`src/rtl/jtframe_rom_pkg.sv`:
```
// rtl/jtframe_rom_pkg.sv - shared types and helpers for the ROM read scheduler
package jtframe_rom_pkg;

  localparam int LINE_W    = 32;
  localparam int MAX_SLOTS = 8;

  typedef enum logic [1:0] {
    IDLE      = 2'd0,
    WAIT_ACK  = 2'd1,
    WAIT_DATA = 2'd2
  } state_e;

  typedef struct packed {
    logic       found;
    logic [2:0] idx;
  } rr_pick_t;

  // First set bit of req visited in the order ptr, ptr+1, ... modulo n.
  // Scanning from the far end lets the nearest candidate overwrite the rest.
  function automatic rr_pick_t rr_first(input logic [MAX_SLOTS-1:0] req,
                                        input logic [2:0]           ptr,
                                        input int                   n);
    rr_pick_t pick;
    int       j;
    pick = '0;
    for (int k = MAX_SLOTS-1; k >= 0; k--) begin
      if (k < n) begin
        j = (int'(ptr) + k) % n;
        if (req[3'(j)]) begin
          pick.found = 1'b1;
          pick.idx   = 3'(j);
        end
      end
    end
    return pick;
  endfunction

endpackage

```
`src/rtl/jtframe_rom_slotcache.sv`:
```
// rtl/jtframe_rom_slotcache.sv - one-entry tagged line cache owned by a single ROM slot
module jtframe_rom_slotcache
  import jtframe_rom_pkg::*;
#(
  parameter int AW = 22
) (
  input  logic              clk_i,
  input  logic              rst_i,
  input  logic              clear_i,
  input  logic              fill_i,
  input  logic [AW-2:0]     fill_tag_i,
  input  logic [LINE_W-1:0] fill_data_i,
  input  logic              cs_i,
  input  logic [AW-2:0]     tag_i,
  output logic              hit_o,
  output logic              ok_o,
  output logic [LINE_W-1:0] dout_o
);

  logic              valid_q;
  logic [AW-2:0]     tag_q;
  logic [LINE_W-1:0] dout_q;

  // Line storage: clear wins over a fill so a download always empties the cache.
  always_ff @(posedge clk_i) begin
    if (rst_i) begin
      valid_q <= 1'b0;
      tag_q   <= '0;
      dout_q  <= '0;
    end else if (clear_i) begin
      valid_q <= 1'b0;
    end else if (fill_i) begin
      valid_q <= 1'b1;
      tag_q   <= fill_tag_i;
      dout_q  <= fill_data_i;
    end
  end

  // clear_i also masks ok in the cycle before valid_q actually drops.
  assign hit_o  = valid_q & (tag_q == tag_i);
  assign ok_o   = cs_i & hit_o & ~clear_i;
  assign dout_o = dout_q;

endmodule

```
`src/rtl/jtframe_rom_sched.sv`:
```
// rtl/jtframe_rom_sched.sv - round-robin SDRAM read scheduler for per-slot ROM line caches
module jtframe_rom_sched
  import jtframe_rom_pkg::*;
#(
  parameter int SLOTS = 4,
  parameter int AW    = 22
) (
  input  logic                    clk_i,
  input  logic                    rst_i,
  input  logic                    downloading_i,
  input  logic [SLOTS-1:0]        slot_cs_i,
  input  logic [SLOTS*AW-1:0]     slot_addr_i,
  output logic [SLOTS-1:0]        slot_ok_o,
  output logic [SLOTS*LINE_W-1:0] slot_dout_o,
  output logic                    sdram_req_o,
  output logic [AW-1:0]           sdram_addr_o,
  input  logic                    sdram_ack_i,
  input  logic                    data_rdy_i,
  input  logic [LINE_W-1:0]       data_read_i,
  output logic                    refresh_en_o
);

  localparam int IW = $clog2(SLOTS);

  typedef logic [AW-2:0] tag_t;

  tag_t             tag [SLOTS];
  logic [SLOTS-1:0] hit;
  logic [SLOTS-1:0] miss;
  logic [SLOTS-1:0] fill;
  logic [SLOTS-1:0] unused_lsb;
  logic             busy;
  logic             fill_en;

  state_e           state_q, state_d;
  logic [IW-1:0]    cur_q, cur_d;
  logic [IW-1:0]    rr_q, rr_d;
  tag_t             lat_tag_q, lat_tag_d;
  logic             req_q, req_d;
  logic [AW-1:0]    addr_q, addr_d;

  rr_pick_t         pick;
  rr_pick_t         unused_pick;
  logic [IW-1:0]    pick_idx;

  assign busy = (state_q != IDLE);

  for (genvar i = 0; i < SLOTS; i++) begin : g_slot
    // A line covers two 16-bit words, so the word LSB is not part of the tag.
    assign tag[i]        = slot_addr_i[i*AW+1 +: AW-1];
    assign unused_lsb[i] = slot_addr_i[i*AW];
    assign fill[i]       = fill_en & (cur_q == IW'(i));
    // The slot being serviced is not a miss again until its fill lands.
    assign miss[i]       = slot_cs_i[i] & ~hit[i] & ~(busy & (cur_q == IW'(i)));

    jtframe_rom_slotcache #(.AW(AW)) u_cache (
      .clk_i       (clk_i),
      .rst_i       (rst_i),
      .clear_i     (downloading_i),
      .fill_i      (fill[i]),
      .fill_tag_i  (lat_tag_q),
      .fill_data_i (data_read_i),
      .cs_i        (slot_cs_i[i]),
      .tag_i       (tag[i]),
      .hit_o       (hit[i]),
      .ok_o        (slot_ok_o[i]),
      .dout_o      (slot_dout_o[i*LINE_W +: LINE_W])
    );
  end

  assign pick        = rr_first(MAX_SLOTS'(miss), 3'(rr_q), SLOTS);
  assign pick_idx    = pick.idx[IW-1:0];
  assign unused_pick = pick;

  // Scheduler state register.
  always_ff @(posedge clk_i) begin
    if (rst_i) begin
      state_q   <= IDLE;
      cur_q     <= '0;
      rr_q      <= '0;
      lat_tag_q <= '0;
      req_q     <= 1'b0;
      addr_q    <= '0;
    end else begin
      state_q   <= state_d;
      cur_q     <= cur_d;
      rr_q      <= rr_d;
      lat_tag_q <= lat_tag_d;
      req_q     <= req_d;
      addr_q    <= addr_d;
    end
  end

  // Arbitration, request handshake and fill strobe.
  always_comb begin
    state_d   = state_q;
    cur_d     = cur_q;
    rr_d      = rr_q;
    lat_tag_d = lat_tag_q;
    req_d     = req_q;
    addr_d    = addr_q;
    fill_en   = 1'b0;
    if (downloading_i) begin
      state_d = IDLE;
      req_d   = 1'b0;
    end else begin
      case (state_q)
        IDLE: begin
          if (pick.found) begin
            cur_d     = pick_idx;
            lat_tag_d = tag[pick_idx];
            addr_d    = {tag[pick_idx], 1'b0};
            req_d     = 1'b1;
            rr_d      = (pick_idx == IW'(SLOTS-1)) ? '0 : pick_idx + IW'(1);
            state_d   = WAIT_ACK;
          end
        end
        WAIT_ACK: begin
          if (sdram_ack_i) begin
            req_d = 1'b0;
            if (data_rdy_i) begin
              fill_en = 1'b1;
              state_d = IDLE;
            end else begin
              state_d = WAIT_DATA;
            end
          end
        end
        WAIT_DATA: begin
          if (data_rdy_i) begin
            fill_en = 1'b1;
            state_d = IDLE;
          end
        end
        default: state_d = IDLE;
      endcase
    end
  end

  assign sdram_req_o  = req_q;
  assign sdram_addr_o = addr_q;
  assign refresh_en_o = (state_q == IDLE) & ~|miss;

endmodule

```
`config.mk`:
```
export PLATFORM = sky130hd
export DESIGN_NAME = jtframe_rom_sched
export DESIGN_NICKNAME = d
export VERILOG_FILES = /design/src/rtl/jtframe_rom_pkg.sv /design/src/rtl/jtframe_rom_slotcache.sv /design/src/rtl/jtframe_rom_sched.sv
export SDC_FILE = /design/constraint.sdc
export NUM_CORES = 1
export LEC_CHECK = 0
export ABC_AREA = 1
export ABC_CLOCK_PERIOD_IN_PS = 3600
export CORE_ASPECT_RATIO = 0.5
export CORE_MARGIN = 1
export CORE_UTILIZATION = 35
export CTS_CLUSTER_SIZE = 25
export DETAILED_ROUTE_END_ITERATION = 12
export MAX_ROUTING_LAYER = met4
export SYNTH_ARGS = -nofsm -noshare
export SYNTH_HDL_FRONTEND = slang
export SYNTH_HIERARCHICAL = 1
export SYNTH_SLANG_ARGS = --single-unit
```
`constraint.sdc`:
```
create_clock -name clk_i -period 3.6 [get_ports clk_i]
set_clock_uncertainty 0.1 [all_clocks]
set_input_delay 0.36 -clock clk_i [delete_from_list [all_inputs] [get_ports clk_i]]
set_output_delay 0.36 -clock clk_i [all_outputs]
set_load 0.01 [all_outputs]
```
# --- Word level (Yosys, flattened, before mapping) ---
# Cells that the tools add are included.
word_totals:
  ff_bits: 244
  in_bits: 129
  out_inout_bits: 156
op_classes:
  addsub: 4
  magnitude_cmp: 5
  eq_ne: 13
  mux: 31
  bitwise: 42
  reduce_logical: 17
ops:
  columns: ["operator", "n"]
  rows:
  - ["$eq A21 B21 Y1", 4]
  - ["$bmux W21 S2", 1]
  - ["$mux W21", 2]
  - ["$and A1 B1 Y1", 29]
  - ["$mux W4", 4]
  - ["$lt A3 B5 Y1 const B", 3]
  - ["$mux W1", 12]
  - ["$mux W2", 5]
  - ["$bmux W1 S3", 3]
  - ["$not A1 Y1", 9]
  - ["$reduce_and A3 Y1", 3]
  - ["$eq A2 B2 Y1 const B", 4]
  - ["$reduce_and A2 Y1", 4]
  - ["$reduce_or A2 Y1", 4]
  - ["$ne A2 B2 Y1 const B", 3]
  - ["$pmux W2 S3", 1]
  - ["$add A2 B1 Y2 const B", 2]
  - ["$add A2 B2 Y2 const B", 2]
  - ["$eq A2 B1 Y1 const B", 2]
  - ["$logic_not A2 Y1", 2]
  - ["$lt A2 B4 Y1 const B", 1]
  - ["$pmux W1 S2", 2]
  - ["$reduce_bool A2 Y1", 2]
  - ["$reduce_or A4 Y1", 1]
  - ["5 further kinds", 7]

# --- Depth between registers and ports, before layout ---
logic_depth:
  ltp_word: 16
  mapped_depth: 24

# --- Modules after synthesis ---
# Netlist, hierarchy kept.
modules_own_cells:
  columns: ["module", "instances", "cells_each", "area_per_inst_um2"]
  rows:
  - ["jtframe_rom_slotcache", 4, 338, 2346.0]
  - ["jtframe_rom_sched", 1, 398, 2298.5]

# --- Worst setup path after synthesis ---
# Ideal clock, no wire load.
synth_timing:
  path_type: "input to register"
  from: "input port slot_addr_i[86]"
  to: "register addr_q[10] (netlist: sdram_addr_o[10])"
  arrival_time_ns: 1.920
  path_slack_ns: 1.471
  cell_stages: 22
  n_path_buf: 1
  path_cell_list: "inv_1 -> o21ai_0 -> nor2_1 -> nand2_1 -> nor2_1 -> nand3_1 -> inv_1 -> nor2_1 -> nand3_1 -> nand2_1 -> nand2_1 -> nand2_1 -> inv_1 -> nand2_2 -> nand2_1 -> nand2_2 -> buf_2 -> nand3_1 -> nand3_1 -> nand3_1 -> nand2_1 -> inv_1"
synth_between:
  elab_chain_cells: 16
synth_rtl:
  columns: ["element", "line", "text"]
  rows:
  - ["from (decl)", "jtframe_rom_sched.sv:12", "input logic [SLOTS*AW-1:0] slot_addr_i,"]
  - ["$eq A21 B21 Y1 *", "jtframe_rom_slotcache.sv:40", "assign hit_o = valid_q & (tag_q == tag_i);"]
  - ["$and A1 B1 Y1 *", "jtframe_rom_slotcache.sv:40", null]
  - ["named net hit[3]", "jtframe_rom_sched.sv:28", "logic [SLOTS-1:0] hit;"]
  - ["$not A1 Y1 *", "jtframe_rom_sched.sv:54", "assign miss[i] = slot_cs_i[i] & ~hit[i] & ~(busy & (cur_q == IW'(i)));"]
  - ["$and A1 B1 Y1 * (2 in series)", "jtframe_rom_sched.sv:54", null]
  - ["$bmux W1 S3", "jtframe_rom_pkg.sv:29", "if (req[3'(j)]) begin"]
  - ["$mux W1 (not written as such) (2 in series)", "jtframe_rom_pkg.sv:29", null]
  - ["$mux W4 (3 in series)", "jtframe_rom_pkg.sv:29", null]
  - ["$mux W4 *", "jtframe_rom_pkg.sv:29", null]
  - ["$not A2 Y3 (not written as such)", "jtframe_rom_sched.sv:112", "addr_d = {tag[pick_idx], 1'b0};"]
  - ["$bmux W21 S2", "jtframe_rom_sched.sv:112", null]
  - ["$mux W21 (not written as such) (2 in series)", "jtframe_rom_sched.sv:112", null]
  - ["to (signal assigned)", "jtframe_rom_sched.sv:90", "addr_q <= addr_d;"]
  - ["to (decl)", "jtframe_rom_sched.sv:40", "logic [AW-1:0] addr_q, addr_d;"]
# The timed path passes the listed nets; every way through them passes the cells marked *. The select of a mux whose other input is x is not followed.
# A chain may end at the register's enable or synchronous reset.

# --- Final worst setup path ---
layout_timing:
  from: "register g_slot[0].u_cache.tag_q[11]"
  to: "output port refresh_en_o"
layout_between:
  elab_chain_cells: 8
layout_rtl:
  columns: ["element", "line", "text"]
  rows:
  - ["from (decl)", "jtframe_rom_slotcache.sv:21", "logic [AW-2:0] tag_q;"]
  - ["from (signal assigned)", "jtframe_rom_slotcache.sv:34", "tag_q <= fill_tag_i;"]
  - ["$eq A21 B21 Y1", "jtframe_rom_slotcache.sv:40", null]
  - ["$and A1 B1 Y1", "jtframe_rom_slotcache.sv:40", null]
  - ["named net hit[0]", "jtframe_rom_sched.sv:28", null]
  - ["$not A1 Y1", "jtframe_rom_sched.sv:54", null]
  - ["$and A1 B1 Y1 (2 in series)", "jtframe_rom_sched.sv:54", null]
  - ["$reduce_or A4 Y1", "jtframe_rom_sched.sv:142", "assign refresh_en_o = (state_q == IDLE) & ~|miss;"]
  - ["$logic_not A1 Y1", "jtframe_rom_sched.sv:142", null]
  - ["$and A1 B1 Y1", "jtframe_rom_sched.sv:142", null]
  - ["to (decl)", "jtframe_rom_sched.sv:20", "output logic refresh_en_o"]
# The timed path passes the listed nets, and every way through them passes these cells.

==> impl_metrics.py <==
metrics = {
    "status": {
        "outcome": "complete, no violations",
    },
    "floorplanning": {
        "fp.dieArea_um2": 34200,
        "die_w_um": 260,
        "start_util_pct": 36.2,
        "ioPinCount": 285,
        "core_um2": 32200,
        "die_h_um": 131,
        "rows": 46,
    },
    "pwr": {
        "ir_worst_vdd_v": 0.000333,
        "p_switching_mw": 1.95,
        "power_frac_comb_pct": 18.1,
        "clock_power_share_pct": 38.2,
        "swShare_pct": 29.7,
        "p_per_area_nw_per_um2": 425,
        "share_seq_of_total_power_pct": 43.7,
        "p_int_mw": 4.63,
        "p_leak_nw": 6.43,
    },
    "detailed_routing": {
        "dr.pass1.iters": 5,
        "drc": 0,
        "drt-total-wl_um": 38800,
        "drt_iter0_markers": 701,
        "ant_nets": 0,
        "wire_per_inst_um": 15.9,
        "viasPerCell": 4.66,
        "vias": 11365,
    },
    "timing": {
        "worstMarginPinSlew_ns": 0.890,
        "hold_violations": 0,
        "post-route-period-util_pct": 92.4,
        "fin_tns_setup_ns": 0,
        "fin_crit_ns": 3.33,
        "relSlewSlack_pct": 40.6,
        "drv_slew": 0,
        "max_freq_ghz": 0.300,
        "layout_setup_ws_ns": 0.272,
        "rsz0062_at_grt": "false",
        "setup_viol": 0,
    },
    "synth": {
        "synthDistinctLibCells": 26,
        "syn_inst": 1750,
        "synth_top_area_cell": "dfxtp_1",
        "yosysWarnings": 6,
        "synth-seq-cells": 244,
        "synth_top_area_share_pct": 41.8,
        "yosysSeqAreaShare_pct": 41.8,
        "netlist_area_um2": 11700,
        "syn_area_per_cell_um2": 6.68,
        "synth_nets": 1883,
        "synthTopCellsByArea": "dfxtp_1, nand2_1, inv_1, a21oi_1, nor2_1",
    },
    "worst_setup_path": {
        "critical_path_arrival_ns": 2.87,
        "start_kind": "flop",
        "critical-path-top-delay-family": "simple AND/OR/NAND/NOR gates",
        "max_stage_delay_ns": 0.52,
        "path_cells": "inv_1 -> nand2_1 -> nand2_1 -> nor2_1 -> nand2_1 -> nor2_1 -> nand3_1 -> inv_1 -> nor2_1 -> a22o_1 -> nor2_1 -> nand2_1 -> inv_1 -> clkdlybuf4s50_1",
        "worstSetupPathDepth": 14,
        "endpoint_kind": "primary output",
        "rr_worst_depth": 22,
        "timing.critical_path.buf_inv": 4,
        "critPathRequiredTime_ns": 3.14,
        "path_max_fanout": 3,
        "crit_slowest_cell": "clkdlybuf4s50_1",
        "critical_path_class": "flop to primary output",
    },
    "global_route": {
        "grt_max_degree": 128,
        "use_met2_pct": 39.3,
        "grt_util_met3_pct": 4.03,
        "gr-usage-all-layers_pct": 23.1,
        "grt_first_pass_wirelength_um": 60500,
        "antenna_found_initial": 2,
        "grt_overflow": 0,
        "first_global_vias": 10701,
        "top_usage_layer": "met2",
        "use_met1_pct": 28.2,
    },
    "cts": {
        "clock_path_buffers": 3,
        "cts_tree": "yes",
        "h-tree-depth": 1,
        "clkSinkCount": 244,
        "clk_latency_ns": 0.54,
        "cts_buffers": 25,
        "cts_resized": 0,
        "clk_pin_slew_ns": 0.06,
        "root_buffer": "clkbuf_16",
        "postCtsSetupBuffers": 0,
        "hold_buffers": 0,
    },
    "worst_hold_path": {
        "hold_depth": 2,
        "hp-class": "input pin to flop",
    },
    "finish": {
        "n_fill_cell": 3303,
        "register_area_um2": 4880,
        "drive_above_1_share_pct": 5.93,
        "multi_input_area_um2": 5430,
        "final_common_cell": "nand2_1",
        "syn_to_final_growth_pct": 32.6,
        "nets": 2124,
        "final_cell_mix": "nand2_1, clkdlybuf4s50_1, dfxtp_1, inv_1, nor2_1",
    },
    "placement": {
        "hpwl_um": 27100,
        "pre_cts_ws_ns": 0.212,
        "io_buffer_count": 279,
        "gp_routability_congestion": 0.864,
    },
    "job": {
        "cap_viol_max_count": 0,
    },
}
-- cells in the mapped netlist, drive strengths merged --
cell type	number
nand2	653
dfxtp	244
inv	235
nor2	174
a21oi	164
nand3	79
buf	70
a211oi	66
o21a	21
clkbuf	14
o21ai	9
nor3	8
ha	4
o211ai	4
a22o	2
conb	1
nand4	1
xor2	1
-- layout make-up --
| class | instances | share of cell area (%) |
|---|---|---|
| Sequential cell | 244 | 31.5 |
| Clock buffer | 37 | 4.46 |
| Antenna cell | 2 | 0.0323 |
| Tap cell | 432 | 3.49 |
| Clock inverter | 6 | 0.396 |
| Multi-Input combinational cell | 1187 | 35.0 |
| Timing Repair Buffer | 298 | 19.4 |
| Inverter | 235 | 5.69 |
-- per-layer routing --
metal / share of wire, % / wire length, um
met3: 4.5 / 1750
met4: 2.6 / 1010
met1: 43 / 16800
met5: 0 / 0
met2: 50 / 19300
-- state kept, by name (all words and copies together), names as in the netlist --
signal and flops:
sdram_req_o 1, g_slot.u_cache/valid_q 4, sdram_addr_o 21, g_slot.u_cache/dout_o 128
cur_q 2, state_q 2, g_slot.u_cache/tag_q 84, rr_q 2
-- per-stage QoR --
stage | instance area, um^2 | utilization, % | total power [mW] | instances | hold slack, ns
3_3_place_gp | 14700 | 45.7 | 4.14 | 2396 | 0.351
4_1_cts | 15500 | 48.1 | 6.68 | 2439 | 0.0710
2_1_floorplan | 11700 | - | 3.57 | 1750 | 0.329
5_1_grt | 15500 | 48.1 | 6.90 | 2441 | 0.104
6_report | 15500 | 48.1 | 6.59 | 2441 | 0.0953
3_5_place_dp | 14700 | 45.7 | 4.14 | 2396 | 0.354
-- worst paths after layout --
| kind | from | end | slack, ns |
|---|---|---|---|
| min | rst_i | g_slot[2].u_cache/tag_q[16]$_SDFFE_PP0P_ | 0.1 |
| min reg2reg | g_slot[3].u_cache/dout_o[29]$_SDFFE_PP0P_ | g_slot[3].u_cache/dout_o[29]$_SDFFE_PP0P_ | 0.36 |
| max | g_slot[0].u_cache/tag_q[11]$_SDFFE_PP0P_ | refresh_en_o | 0.27 |
| max reg2reg | g_slot[3].u_cache/tag_q[2]$_SDFFE_PP0P_ | sdram_addr_o[20]$_SDFFE_PP0P_ | 0.78 |
-- cells by family (layout without fill, tap and decap cells) --
logic type / Yosys count / count (layout) / share of synthesized area (%)
AOI/OAI and AO/OA: 266 / 266 / 15.1
xor gates and xnor gates: 1 / 1 / 0.0750
adders and majority gates: 4 / 4 / 0.428
buffers and inverters: 319 / 576 / 11.8
DFF: 244 / 244 / 41.8
other: 1 / 3 / 0.0321
and+or+nand+nor: 915 / 915 / 30.7
-- power by group through the flow --
stage                     clock network, mW  registers (mW)  logic (mW)
after floorplan                           0            2.90       0.674
after global placement                    0            2.94        1.20
after detailed placement                  0            2.94        1.20
after CTS                              2.59            2.88        1.20
after global routing                   2.69            2.89        1.32
final                                  2.51            2.88        1.19
No activity file was read; power rests on OpenSTA's default activity.
